### src/rtl/alu_arbiter.sv
// alu_arbiter: two-port arbiter sharing one external ALU, with credit-limited per-port response FIFOs
module alu_arbiter #(
  parameter int DATA_W    = 32,
  parameter int RSP_DEPTH = 2,
  parameter int ARB_MODE  = 0
) (
  input  logic              clk,
  input  logic              rst,
  input  logic              p0_req_valid,
  output logic              p0_req_ready,
  input  logic [DATA_W-1:0] p0_req_da,
  input  logic [DATA_W-1:0] p0_req_db,
  input  logic [3:0]        p0_req_ctl,
  output logic              p0_rsp_valid,
  input  logic              p0_rsp_ready,
  output logic [DATA_W-1:0] p0_rsp_dc,
  output logic              p0_rsp_zero,
  output logic              p0_rsp_ovf,
  input  logic              p1_req_valid,
  output logic              p1_req_ready,
  input  logic [DATA_W-1:0] p1_req_da,
  input  logic [DATA_W-1:0] p1_req_db,
  input  logic [3:0]        p1_req_ctl,
  output logic              p1_rsp_valid,
  input  logic              p1_rsp_ready,
  output logic [DATA_W-1:0] p1_rsp_dc,
  output logic              p1_rsp_zero,
  output logic              p1_rsp_ovf,
  input  logic              flush0,
  output logic [DATA_W-1:0] alu_da,
  output logic [DATA_W-1:0] alu_db,
  output logic [3:0]        alu_ctl,
  input  logic [DATA_W-1:0] alu_dc,
  input  logic              alu_zero,
  input  logic              alu_ovf
);
  localparam logic [2:0] DEP = 3'(RSP_DEPTH);
  localparam logic [1:0] LST = 2'(RSP_DEPTH - 1);
  logic [1:0] req_v, rsp_r, rsp_v, elig, grant, pop, push, clr, rsp_z, rsp_o;
  logic [1:0][DATA_W-1:0] rsp_dc;
  logic iss_v_q, iss_own_q, last_q;
  logic [DATA_W-1:0] da_q, db_q;
  logic [3:0] ctl_q;
  assign req_v = {p1_req_valid, p0_req_valid};
  assign rsp_r = {p1_rsp_ready, p0_rsp_ready};
  assign clr   = {1'b0, flush0};
  // last_q resets to 1 so port 0 wins the first tie
  assign grant[0] = req_v[0] & elig[0] & (~(req_v[1] & elig[1]) | (ARB_MODE != 0) | last_q);
  assign grant[1] = req_v[1] & elig[1] & ~grant[0];
  always_ff @(posedge clk) begin
    if (rst) begin
      iss_v_q   <= 1'b0;
      iss_own_q <= 1'b0;
      last_q    <= 1'b1;
      da_q      <= '0;
      db_q      <= '0;
      ctl_q     <= '0;
    end else begin
      iss_v_q <= |grant;
      if (|grant) begin
        iss_own_q <= grant[1];
        last_q    <= grant[1];
        da_q      <= grant[1] ? p1_req_da : p0_req_da;
        db_q      <= grant[1] ? p1_req_db : p0_req_db;
        ctl_q     <= grant[1] ? p1_req_ctl : p0_req_ctl;
      end
    end
  end
  for (genvar g = 0; g < 2; g++) begin : g_port
    localparam logic OWN = 1'(g);
    logic [DATA_W+1:0] mem_q [4];
    logic [1:0] rd_q, wr_q;
    logic [2:0] fill_q, cnt_q;
    assign rsp_v[g] = fill_q != 3'd0;
    assign pop[g]   = rsp_v[g] & rsp_r[g];
    assign push[g]  = iss_v_q & (iss_own_q == OWN) & ~clr[g];
    assign elig[g]  = ((cnt_q < DEP) | pop[g]) & ~clr[g] & ~rst;
    assign {rsp_o[g], rsp_z[g], rsp_dc[g]} = rsp_v[g] ? mem_q[rd_q] : '0;
    // cnt_q counts in-flight plus buffered results, so the FIFO cannot overflow
    always_ff @(posedge clk) begin
      if (rst | clr[g]) begin
        rd_q   <= '0;
        wr_q   <= '0;
        fill_q <= '0;
        cnt_q  <= '0;
      end else begin
        if (push[g]) begin
          mem_q[wr_q] <= {alu_ovf, alu_zero, alu_dc};
          wr_q        <= (wr_q == LST) ? 2'd0 : wr_q + 2'd1;
        end
        if (pop[g]) rd_q <= (rd_q == LST) ? 2'd0 : rd_q + 2'd1;
        fill_q <= fill_q + 3'(push[g]) - 3'(pop[g]);
        cnt_q  <= cnt_q + 3'(grant[g]) - 3'(pop[g]);
      end
    end
    a_no_ovf: assert property (@(posedge clk) disable iff (rst) !(push[g] && !pop[g] && fill_q == DEP));
  end
  assign p0_req_ready = grant[0];
  assign p1_req_ready = grant[1];
  assign p0_rsp_valid = rsp_v[0];
  assign p1_rsp_valid = rsp_v[1];
  assign p0_rsp_dc    = rsp_dc[0];
  assign p1_rsp_dc    = rsp_dc[1];
  assign p0_rsp_zero  = rsp_z[0];
  assign p1_rsp_zero  = rsp_z[1];
  assign p0_rsp_ovf   = rsp_o[0];
  assign p1_rsp_ovf   = rsp_o[1];
  assign alu_da       = da_q;
  assign alu_db       = db_q;
  assign alu_ctl      = ctl_q;
endmodule

### config.mk
export PLATFORM = sky130hd
export DESIGN_NAME = alu_arbiter
export DESIGN_NICKNAME = d
export VERILOG_FILES = /design/src/rtl/alu_arbiter.sv
export SDC_FILE = /design/constraint.sdc
export NUM_CORES = 1
export LEC_CHECK = 0
export CORE_ASPECT_RATIO = 1.25
export CORE_MARGIN = 10
export CORE_UTILIZATION = 26
export DETAILED_ROUTE_END_ITERATION = 12
export HOLD_SLACK_MARGIN = 0.05
export PLACE_DENSITY = 0.59
export SLEW_MARGIN = 20
export SYNTH_ARGS = -nofsm -noshare
export SYNTH_HDL_FRONTEND = slang
export SYNTH_SLANG_ARGS = --single-unit
### constraint.sdc
create_clock -name clk -period 5.7 [get_ports clk]
set_input_delay 1.14 -clock clk [delete_from_list [all_inputs] [get_ports clk]]
set_output_delay 1.14 -clock clk [all_outputs]
set_load 0.01 [all_outputs]
# [Yosys cells after proc, flatten, opt, wreduce, memory -nomap -nowiden]
# Memory sizes are Yosys's and may differ from the RTL's. A register that Yosys moved wholly into a read port is not among the register bits.
# Cells that the tools add are included.
[word_totals] reg_bits=91 ram_bits=272 inputBits=177 out_inout_bits=140 wordCells=77 memories=2
[mem_list] name="g_port[0].mem_q" words=4 word_bits=34 rd=1 rd_clocked_by_memory_dff=1 write_ports=1 line="71" source="logic [DATA_W+1:0] mem_q [4];"
[mem_list] name="g_port[1].mem_q" words=4 word_bits=34 rd=1 rd_clocked_by_memory_dff=1 write_ports=1 line="71"
[op_classes] addsub=12 order_cmp=2 eq_ne=4 n_mux=19 n_bitwise=21 reduce_logical=3
[ops] op="$mux 34" n=2
[ops] op="$mux 32" n=2
[ops] op="$mux 2" n=8
[ops] op="$add 3x1->3" n=4
[ops] op="$and 1x1->1" n=12
[ops] op="$sub 3x1->3" n=4
[ops] op="$add 2x1->2 const B" n=4
[ops] op="$eq 2x1->1 const B" n=4
[ops] op="$lt 3x2->1 const B" n=2
[ops] op="$mux 1" n=6
[ops] op="$reduce_bool 3->1" n=2
[ops] op="$not 1->1" n=5
[ops] op="$mux 4" n=1
[ops] op="$or 1x1->1" n=4
[ops] op="$reduce_or 2->1" n=1

# [Depth between registers and ports, before layout]
[depth] depth_word=12 depth_mapped=11 ltp_nobuf=10

# [Least setup slack after synthesis]
# OpenSTA, ideal clock, no wires.
[synth_path] path_type="input port to flip-flop" from="in flush0" to="mem g_port[0].mem_q[1][0] in the netlist's numbering (enable)" setup_time_ns=0.522 arrival_time_ns=5.205 required_time_ns=5.178 slack_ns=-0.028 path_stages=2 path_buffers=0 cell_sequence="or3b_2 -> nor4b_1"
[synth_via] elab_chain_len=5 word_cells_on_any_way=6 classes_between="mux: 3; bitwise: 3"
[synth_lines] element="start, declared" line="29" source="input logic flush0,"
[synth_lines] element="$not 1->1" line="76" source="assign push[g] = iss_v_q & (iss_own_q == OWN) & ~clr[g];"
[synth_lines] element="$and 1x1->1" line="76"
[synth_lines] element="$mux 1" line="87" source="if (push[g]) begin"
[synth_lines] element="$mux 1 (*)" line="81" source="if (rst | clr[g]) begin"
[synth_lines] element="$mux 1 (implied by the code) (*)" line="88" source="mem_q[wr_q] <= {alu_ovf, alu_zero, alu_dc};"
[synth_lines] element="end, declared" line="71"
# Every way passes the cells marked *; elsewhere a longest branch is shown, timed or not.

# [Final worst setup path]
[layout_path] from="in rst" to="out p0_req_ready"
[layout_via] elab_chain_len=6 word_cells_on_any_way=8 classes_between="bitwise: 8"
[layout_lines] element="start, declared" line="8" source="input logic rst,"
[layout_lines] element="$not 1->1 (*)" line="77" source="assign elig[g] = ((cnt_q < DEP) | pop[g]) & ~clr[g] & ~rst;"
[layout_lines] element="$and 1x1->1" line="77"
[layout_lines] element="$and 1x1->1" line="48" source="assign grant[0] = req_v[0] & elig[0] & (~(req_v[1] & elig[1]) | (ARB_MODE != 0) | last_q);"
[layout_lines] element="$not 1->1" line="48"
[layout_lines] element="$or 1x1->1" line="48"
[layout_lines] element="$and 1x1->1 (*)" line="48"
[layout_lines] element="end, declared" line="10" source="output logic p0_req_ready,"
# Marked as above.

==> impl_metrics.ini <==
[status]
status = finished clean

[clocking]
cts_root_buf = clkbuf_16
cts_tree = built
ctsHoldBuffers = 0
h-tree-depth = 2
cts_inserted_buffers = 40
clk_pin_slew_ns = 0.06
post_cts_buffers = 0
clk_latency_ns = 0.55
clockBufferDepth = 3
clock_sinks = 367
ctsResizeCount = 0

[timing]
drv_slew = 0
hold_viol = 0
fin_skew_ns = 0.0207
fin_setup_tns_ns = 0
hold-worst-slack_ns = 0.420
min_period_ns = 4.38
grt_setup_unrepaired = false
max_freq_mhz = 228
setup_viol = 0
slew_headroom = 0.362
timing.final.crit_share = 0.768
worst_pin_slew_ns = 0.953
layout_setup_ws_ns = 1.32

[die]
dieArea_um2 = 63900
start_util = 0.262
core_area_um2 = 53700
io_pins = 317
die_x_um = 228
row_count = 95
die_y_um = 280

[place]
place_area_um2 = 18200
dp_cells = 1809
place.gp.congestion = 0.763
dp.final_hpwl_um = 27700
dp_slack_ns = 1.29
portBuffers = 316

[hold_path]
worstHoldPathType = flip-flop to flip-flop
hold_start = g_port[0].rd_q[1]
min_path_cells = 2

[synthesis]
synth_fp_nets = 988
ys_ff_latch = 367
syn_area_per_cell_um2 = 17.7
yosysTopAreaCellShare = 0.580
synth_top_cells_by_area = edfxtp_1 (58%), dfxtp_1 (14%), mux4_2 (11%)
ys_seq_area_frac = 0.715
yosys_warnings = 0
synth_area_um2 = 14100
synth_top_area_cell = edfxtp_1
netlist-cell-type-count = 35
postSynthCellCount = 797

[critical_path]
crit_type = input pin to output pin
crit_path_end_kind = output pin
crit_arrival_ns = 3.24
worstPathMaxFanout = 21
r2r_start = g_port[0].fill_q[1]
r2r_cells = 6
r2r_slack_ns = 3.17
cp.required_ns = 4.56
r2r_end = alu_da[25]
start_kind = input pin

[detailed_routing]
firstDrtPassIters = 6
drt-initial-drc-count = 434
via_per_inst = 4.48
drtAntennaViolNets = 0
wirelength_um = 41000
num_vias = 8420
drc_errors = 0
wl_per_cell_um = 21.8

[global_routing]
grt_pass1_wl_um = 60000
grtUsageTotal = 0.124
overflow = 0
grt_max_degree = 71
grt_pass1_vias = 9189
antenna_found_initial = 2

[power_and_ir_drop]
max-vdd-ir-drop_v = 0.000204
power_frac_comb = 0.218
internal-power_uw = 5260
clkPwrFrac = 0.336
powerDensity_nw_per_um2 = 367
switchingPower_uw = 1840
swShare = 0.259
p_seq_frac = 0.446
leakagePower_uw = 0.00664

[layout]
layout-drive-gt1-share = 0.143
post_layout_nonfiller_instances = 1878
nNetsFinal = 1315
synthToLayoutAreaGrowth_pct = 37.5
seq_area_um2 = 10100
design_area_um2 = 19400
fillCellCount = 5162
multi_input_area_um2 = 3760

[job]
cap_violations = 0
==> worst max-delay path, cell delays in order <==
cell and delay, ns:
clkdlybuf4s50_1 0.40, buf_4 0.22, nor2_1 0.36, o211ai_1 0.21, a21oi_1 0.25, clkdlybuf4s50_1 0.65
==> routing by layer <==
layer	up-vias	wire, um	global-route usage
li1	3819	-	-
met1	4255	16100	0.140
met2	299	20800	0.218
met3	45	3370	0.0452
met4	2	671	0.0320
met5	-	8	0
==> Yosys cell counts <==
master / number
edfxtp_1: 272
dfxtp_1: 95
and2_1: 72
and3_1: 69
a221o_1: 68
mux4_2: 68
clkbuf_1: 33
inv_1: 19
buf_2: 16
nor2_1: 16
ha_1: 10
nand2_1: 8
a21oi_1: 6
xnor2_1: 6
fa_1: 4
xor2_1: 4
buf_4: 3
nand2b_1: 3
nor4_1: 3
or3_1: 3
buf_6: 2
nor2b_1: 2
nor3_1: 2
nor4b_1: 2
a21o_1: 1
a21oi_2: 1
buf_1: 1
nor3_2: 1
o211a_4: 1
o211ai_1: 1
o21ai_0: 1
o31a_1: 1
or2_1: 1
or3b_2: 1
or4_1: 1
==> worst max-delay path by stage <==
stage | from | depth (start not counted) | endpoint
6_report | rst | 6 | p0_req_ready
5_1_grt | rst | 6 | p0_req_ready
4_1_cts | rst | 6 | p1_req_ready
3_5_place_dp | rst | 6 | p0_req_ready
3_3_place_gp | rst | 6 | p0_req_ready
2_1_floorplan | rst | 2 | g_port[1].mem_q[1][0]
==> metrics by stage <==
step	utilization	total power, uW
after floorplan	-	3900
after global placement	0.338	4790
after detailed placement	0.338	4800
after CTS	0.360	7230
after global routing	0.360	7430
final	0.360	7100
==> sequential cells by signal, summed over array words and instances, names as in the netlist, named ones only <==
| signal | count |
|---|---|
| g_port.mem_q | 272 |
| alu_da | 32 |
| alu_db | 32 |
| g_port.cnt_q | 6 |
| g_port.fill_q | 6 |
| alu_ctl | 4 |
| g_port.rd_q | 4 |
| g_port.wr_q | 4 |
| iss_own_q | 1 |
| iss_v_q | 1 |
| last_q | 1 |
==> kinds of logic (layout without fill, tap and decap cells) <==
kind of cell	count (synthesis)	count (layout)	synth area share
DFF	367	367	0.715
xor gates and xnor gates	10	10	0.00622
buffers and inverters	74	427	0.0230
adders and majority gates	14	14	0.0146
AOI/OAI and AO/OA	80	80	0.0544
other	0	1	0
and+or+nand+nor	184	184	0.0782
muxes	68	68	0.109
==> cell type report <==
cell class	instances	area share
Sequential cell	367	0.520
Multi-Input combinational cell	356	0.194
Timing Repair Buffer	340	0.173
Clock buffer	49	0.0539
Tap cell	727	0.0470
Clock inverter	19	0.00762
Inverter	19	0.00368
Antenna cell	1	0.000129
==> power groups by stage <==
| stage | Sequential, uW | Clock, uW | Combinational, uW |
|---|---|---|---|
| after global routing | 3190 | 2570 | 1670 |
| final | 3170 | 2390 | 1550 |
| after CTS | 3170 | 2470 | 1590 |
| after detailed placement | 3220 | 0 | 1590 |
| after floorplan | 3220 | 0 | 683 |
| after global placement | 3220 | 0 | 1580 |
==> cells in the final DEF, fill, tap and decap left out, types with 3 or more instances in the layout <==
cell type and n:
inv_6 3, clkinv_1 4, nor2_1 14, and2_1 72, or3_1 3, fa_1 4
edfxtp_1 272, mux4_2 68, clkbuf_16 40, buf_4 23, a21oi_1 6, dfxtp_2 4
xnor2_1 6, clkbuf_1 8, a221o_1 68, inv_1 19, clkinv_2 6, xor2_1 4
clkdlybuf4s50_1 316, nand2_1 8, and3_1 68, ha_1 10, nand2b_1 3, dfxtp_1 91
Note: power is estimated with default switching activity, not from simulation.
==> variant 1: new RTL, same settings <==
Set the parameter `DATA_W` to 64 (it was 32).
--- a/src/rtl/alu_arbiter.sv
+++ b/src/rtl/alu_arbiter.sv
@@ -1,5 +1,5 @@
 // alu_arbiter: two-port arbiter sharing one external ALU, with credit-limited per-port response FIFOs
 module alu_arbiter #(
-  parameter int DATA_W    = 32,
+  parameter int DATA_W    = 64,
   parameter int RSP_DEPTH = 2,
   parameter int ARB_MODE  = 0
Interface: changed (9 resized); port bits go from 317 to 605. No check against the original RTL was run, so the function may have changed too.
==> variant 1 against the original RTL <==
  * Worst setup slack better by 0.018 ns
  * Area after synthesis up 86%
  * Count of clock-buffer cells in the layout up 40
  * Final area up 88%
  * Total power up 94%
  * Clock power up 110%
  * Sequential cell count up 320
  * Via count up 89%
  * Wire length up 110%
==> variant 1: results (changes against the original RTL) <==
[routing]
wire_per_inst_um = 25.5  ; +17%
num_vias = 15900  ; +89%

[yosys]
synth_nets = 1771  ; +79%
synth_edf_count = 528  ; +94%
synthTopCellsByArea = edfxtp_1, dfxtp_1, mux4_2, a221o_1, and2_1
ys_top_cells_by_count = edfxtp_1, dfxtp_1, and2_1

[status]
outcome = finished, final reports clean

[finish]
drive_above_1_share_pct = 14.3  ; about the same
fillCellCount = 9355  ; +81%
largest_register_ffs = 528  ; +94%

[global_routing]
grt_pass1_vias = 17400  ; +89%
grt_pass1_wl_um = 126000  ; +110%
antenna_found_initial = 34  ; +32
track_usage_pct = 14.8  ; +2.4 points

[worst_setup_path]
reg2reg_to = alu_da[50]
crit_fanout = 10  ; -52%
worst_ep_arrival_time_ns = 3.22  ; -0.02 ns
r2r_cells = 8  ; +2
reg2reg_from = g_port[1].cnt_q[1]
r2r_slack_ns = 2.65  ; -0.52 ns

[clock_network]
numCtsBuffers = 73  ; +83%
clk_latency_ns = 0.61  ; +0.06 ns

[timing]
fin_worst_skew_ns = 0.0217  ; +0.00103 ns
slew_headroom_pct = 35.3  ; -0.89 points

[floorplanning]
initial_core_util_pct = 26.1  ; -0.11 points

[place]
place_congestion = 0.896  ; +17%

[power_and_ir_drop]
power_leakage_nw = 12.4  ; +86%

-- variant 1: cell count changes after synthesis, sizes merged, moves of 35 or more --
cell	before	now
edfxtp	272	528
buf	22	57
and3	69	133
mux4	68	132
dfxtp	95	159
a221o	68	132
and2	72	136
-- variant 1: kinds of logic after synthesis --
family	Yosys count	synth area share, %
adders and majority gates	14	0.783
DFF	687	72.7
buffers and inverters	121	2.23
and+or+nand+nor	312	7.28
AOI/OAI and AO/OA	144	5.37
xor gates and xnor gates	10	0.334
muxes	132	11.3
-- variant 1: worst min-delay path, cell delays in order, from the launching register on --
cell	delay, ns
dfxtp_1	0.30
nand2_1	0.05
a21oi_1	0.05
-- variant 1: final cells by class --
class,instances,area [µm²],share of cell area [%]
clock inverters,45,517,1.42
multi-input cells,612,6670,18.3
flip-flops and latches,687,19100,52.4
well taps,1320,1650,4.54
inverters,19,71.3,0.196
diodes,13,32.5,0.0894
clock buffers,89,2000,5.50
repair buffers,631,6400,17.6
-- variant 1: through the flow --
| step | hold WS (ns) | worst slack, ns | std cells | cell area, µm² |
|---|---|---|---|---|
| after floorplan | 0.407 | -2.85 | 1420 | 26200 |
| after global placement | 0.422 | 1.27 | 3267 | 33800 |
| after detailed placement | 0.420 | 1.32 | 3267 | 33800 |
| after CTS | 0.434 | 1.24 | 3401 | 36300 |
| after global routing | 0.460 | 1.12 | 3415 | 36400 |
| final | 0.432 | 1.34 | 3416 | 36400 |
-- variant 1: routing by layer --
layer,routed length [µm],share of wire (%),GRT usage (%)
met5,71,0.082,0
met4,2500,2.9,5.54
met3,6940,8.0,4.76
met2,44600,51,25.8
met1,32900,38,16.7
-- variant 1: power by group --
group | internal (W) | switching (W)
Combinational | 0.00162 | 0.00125
Clock | 0.00294 | 0.00201
Sequential | 0.00568 | 0.000252
Total | 0.0102 | 0.00351
==> variant 2: new RTL, same settings <==
Without the edit above. Reset style: asynchronous (`rst`), changed in one clocked block.
--- a/src/rtl/alu_arbiter.sv
+++ b/src/rtl/alu_arbiter.sv
@@ -48,5 +48,5 @@
   assign grant[0] = req_v[0] & elig[0] & (~(req_v[1] & elig[1]) | (ARB_MODE != 0) | last_q);
   assign grant[1] = req_v[1] & elig[1] & ~grant[0];
-  always_ff @(posedge clk) begin
+  always_ff @(posedge clk or posedge rst) begin
     if (rst) begin
       iss_v_q   <= 1'b0;
Formal check against the unedited RTL: differs if rst is asserted again (counterexample within 4 cycles, from zero or initial values and one cycle with rst high); with rst held inactive, the same outputs for 4 cycles.
==> variant 2 against the original RTL <==
  * Via count rose by 0.87%
  * Largest cell class unchanged
  * Total power rose by 14%
  * Worst hold slack barely moved
  * Critical path type unchanged
  * Wire length rose by 1.5%
  * First-iteration DRC count rose by 8.1%
  * Final area rose by 1.9%
  * Cell count rose by 0.16%
  * Sequential cell count did not move
  * Area after synthesis rose by 2.7%
  * Synthesized cell count fell by 0.38%
  * Fmax fell by 0.45%
  * Register-to-register slack got worse by 0.56 ns
  * Worst setup slack got worse by 0.020 ns
==> variant 2: results (changes against the original RTL) <==
[global_routing]
track_usage_pct = 12.5  ; +0.11 points
antenna_found_initial = 4  ; +2
grt_max_degree = 73  ; +2.8%
grt_pass1_vias = 9572  ; +4.2%
grt_pass1_wl_um = 62100  ; +3.5%

[worst_setup_path]
r2r_cells = 7  ; +1
r2r_slack_ns = 2.61  ; -0.56 ns
crit_start = rst
crit_fanout = 22  ; +4.8%
slowest_stage = clkdlybuf4s50_1
slowest_delay_ns = 0.68  ; +0.03 ns
cp-endpoint = p0_req_ready
startpoint_type = input pin
reg2reg_to = g_port[1].cnt_q[1]
worst_ep_arrival_time_ns = 3.26  ; +0.02 ns

[yosys]
synthTopCellsByArea = edfxtp_1, dfrtp_1, mux4_2, a221o_1, dfxtp_1
postSynth.asyncResetShare_pct = 19.3  ; +19 points
synthFlopType = edfxtp_1
synth_nets = 985  ; -0.30%
ys_top_cells_by_count = edfxtp_1, and2_1, dfrtp_1
yosysMostFrequentCell = edfxtp_1
ys_seq_area_share_pct = 72.1  ; +0.59 points

[finish]
largest_register_ffs = 272  ; unchanged
num-nets-final = 1304  ; -0.84%
drive_above_1_share_pct = 14.5  ; +0.26 points

[timing]
worst_slew_pin_slew_ns = 0.945  ; -0.00814 ns
post-route-min-period_ns = 4.40  ; +0.0197 ns
fin_worst_skew_ns = 0.0149  ; -0.00581 ns

[routing]
route.met3.wl_um = 4000  ; +19%
first_pass_iters = 6  ; unchanged
wire_per_inst_um = 22.1  ; +1.4%
drt_iter0_drc = 469  ; +8.1%
num_vias = 8493  ; +0.87%
wl_met1_um = 16000  ; -0.89%
wl_met2_um = 20500  ; -1.2%

[power_and_ir_drop]
net-switching-power_w = 0.00224  ; +22%
ir_drop_uv = 380  ; +87%
power_leakage_nw = 6.88  ; +3.6%

[place]
portBuffers = 316  ; unchanged
place_congestion = 0.757  ; -0.73%
hpwl_um = 27600  ; -0.55%
pre_cts_ws_ns = 1.28  ; -0.0103 ns
placed_area_um2 = 18500  ; +1.7%

[clock_network]
clockBufferDepth = 3  ; unchanged
numCtsBuffers = 39  ; -2.5%
clk_latency_ns = 0.56

[status]
outcome = finished, final reports clean

[variant 2: power by group through the flow]
stage	clock [W]	sequential, W	combinational, W
finish	0.00243	0.00343	0.00221
floorplan	0	0.00346	0.000990
global route	0.00263	0.00348	0.00240
CTS	0.00252	0.00344	0.00227
detailed placement	0	0.00347	0.00226
global placement	0	0.00348	0.00225
[variant 2: how the worst min path moves through the flow]
stage / slack [ns] / from / end
after floorplan: 0.41 / g_port[1].rd_q[1] / flip-flop
after global placement: 0.41 / g_port[1].rd_q[1] / flip-flop
after detailed placement: 0.42 / g_port[1].rd_q[1] / flip-flop
after CTS: 0.43 / g_port[1].rd_q[1] / flip-flop
after global routing: 0.44 / g_port[1].rd_q[1] / flip-flop
final: 0.42 / g_port[1].rd_q[1] / flip-flop
[variant 2: layout make-up]
class / count / area [µm²]
clock buffer: 48 / 1020
sequential: 367 / 10400
clock inverter: 23 / 205
fill: 5312 / 35300
inverter: 21 / 78.8
timing repair buffer: 334 / 3310
tap: 735 / 920
multi-input combinational: 350 / 3750
antenna: 3 / 7.51
[variant 2: kinds of logic after synthesis]
group | share of synthesized area [%]
AOI/OAI and AO/OA | 5.25
xor gates and xnor gates | 0.606
adders and majority gates | 1.42
buffers and inverters | 2.50
DFF | 72.1
muxes | 10.6
and+or+nand+nor | 7.55
[variant 2: worst max-delay path, delay by kind of cell]
kind / cells / cell delay (ns)
compound gates: 1 / 0.29
simple gates: 2 / 0.55
buf+inv: 2 / 1.26
[variant 2: metrics by stage]
stage          std cells  hold WS [ns]
2_1_floorplan        794         0.407
3_3_place_gp        1806         0.409
3_5_place_dp        1806         0.415
4_1_cts             1877         0.425
5_1_grt             1879         0.445
6_report            1881         0.420
[variant 2: routing by layer]
layer,vias up,GRT usage (%)
li1,3788,-
met1,4305,14.0
met2,343,21.2
met3,55,5.15
met4,2,4.00
met5,-,0
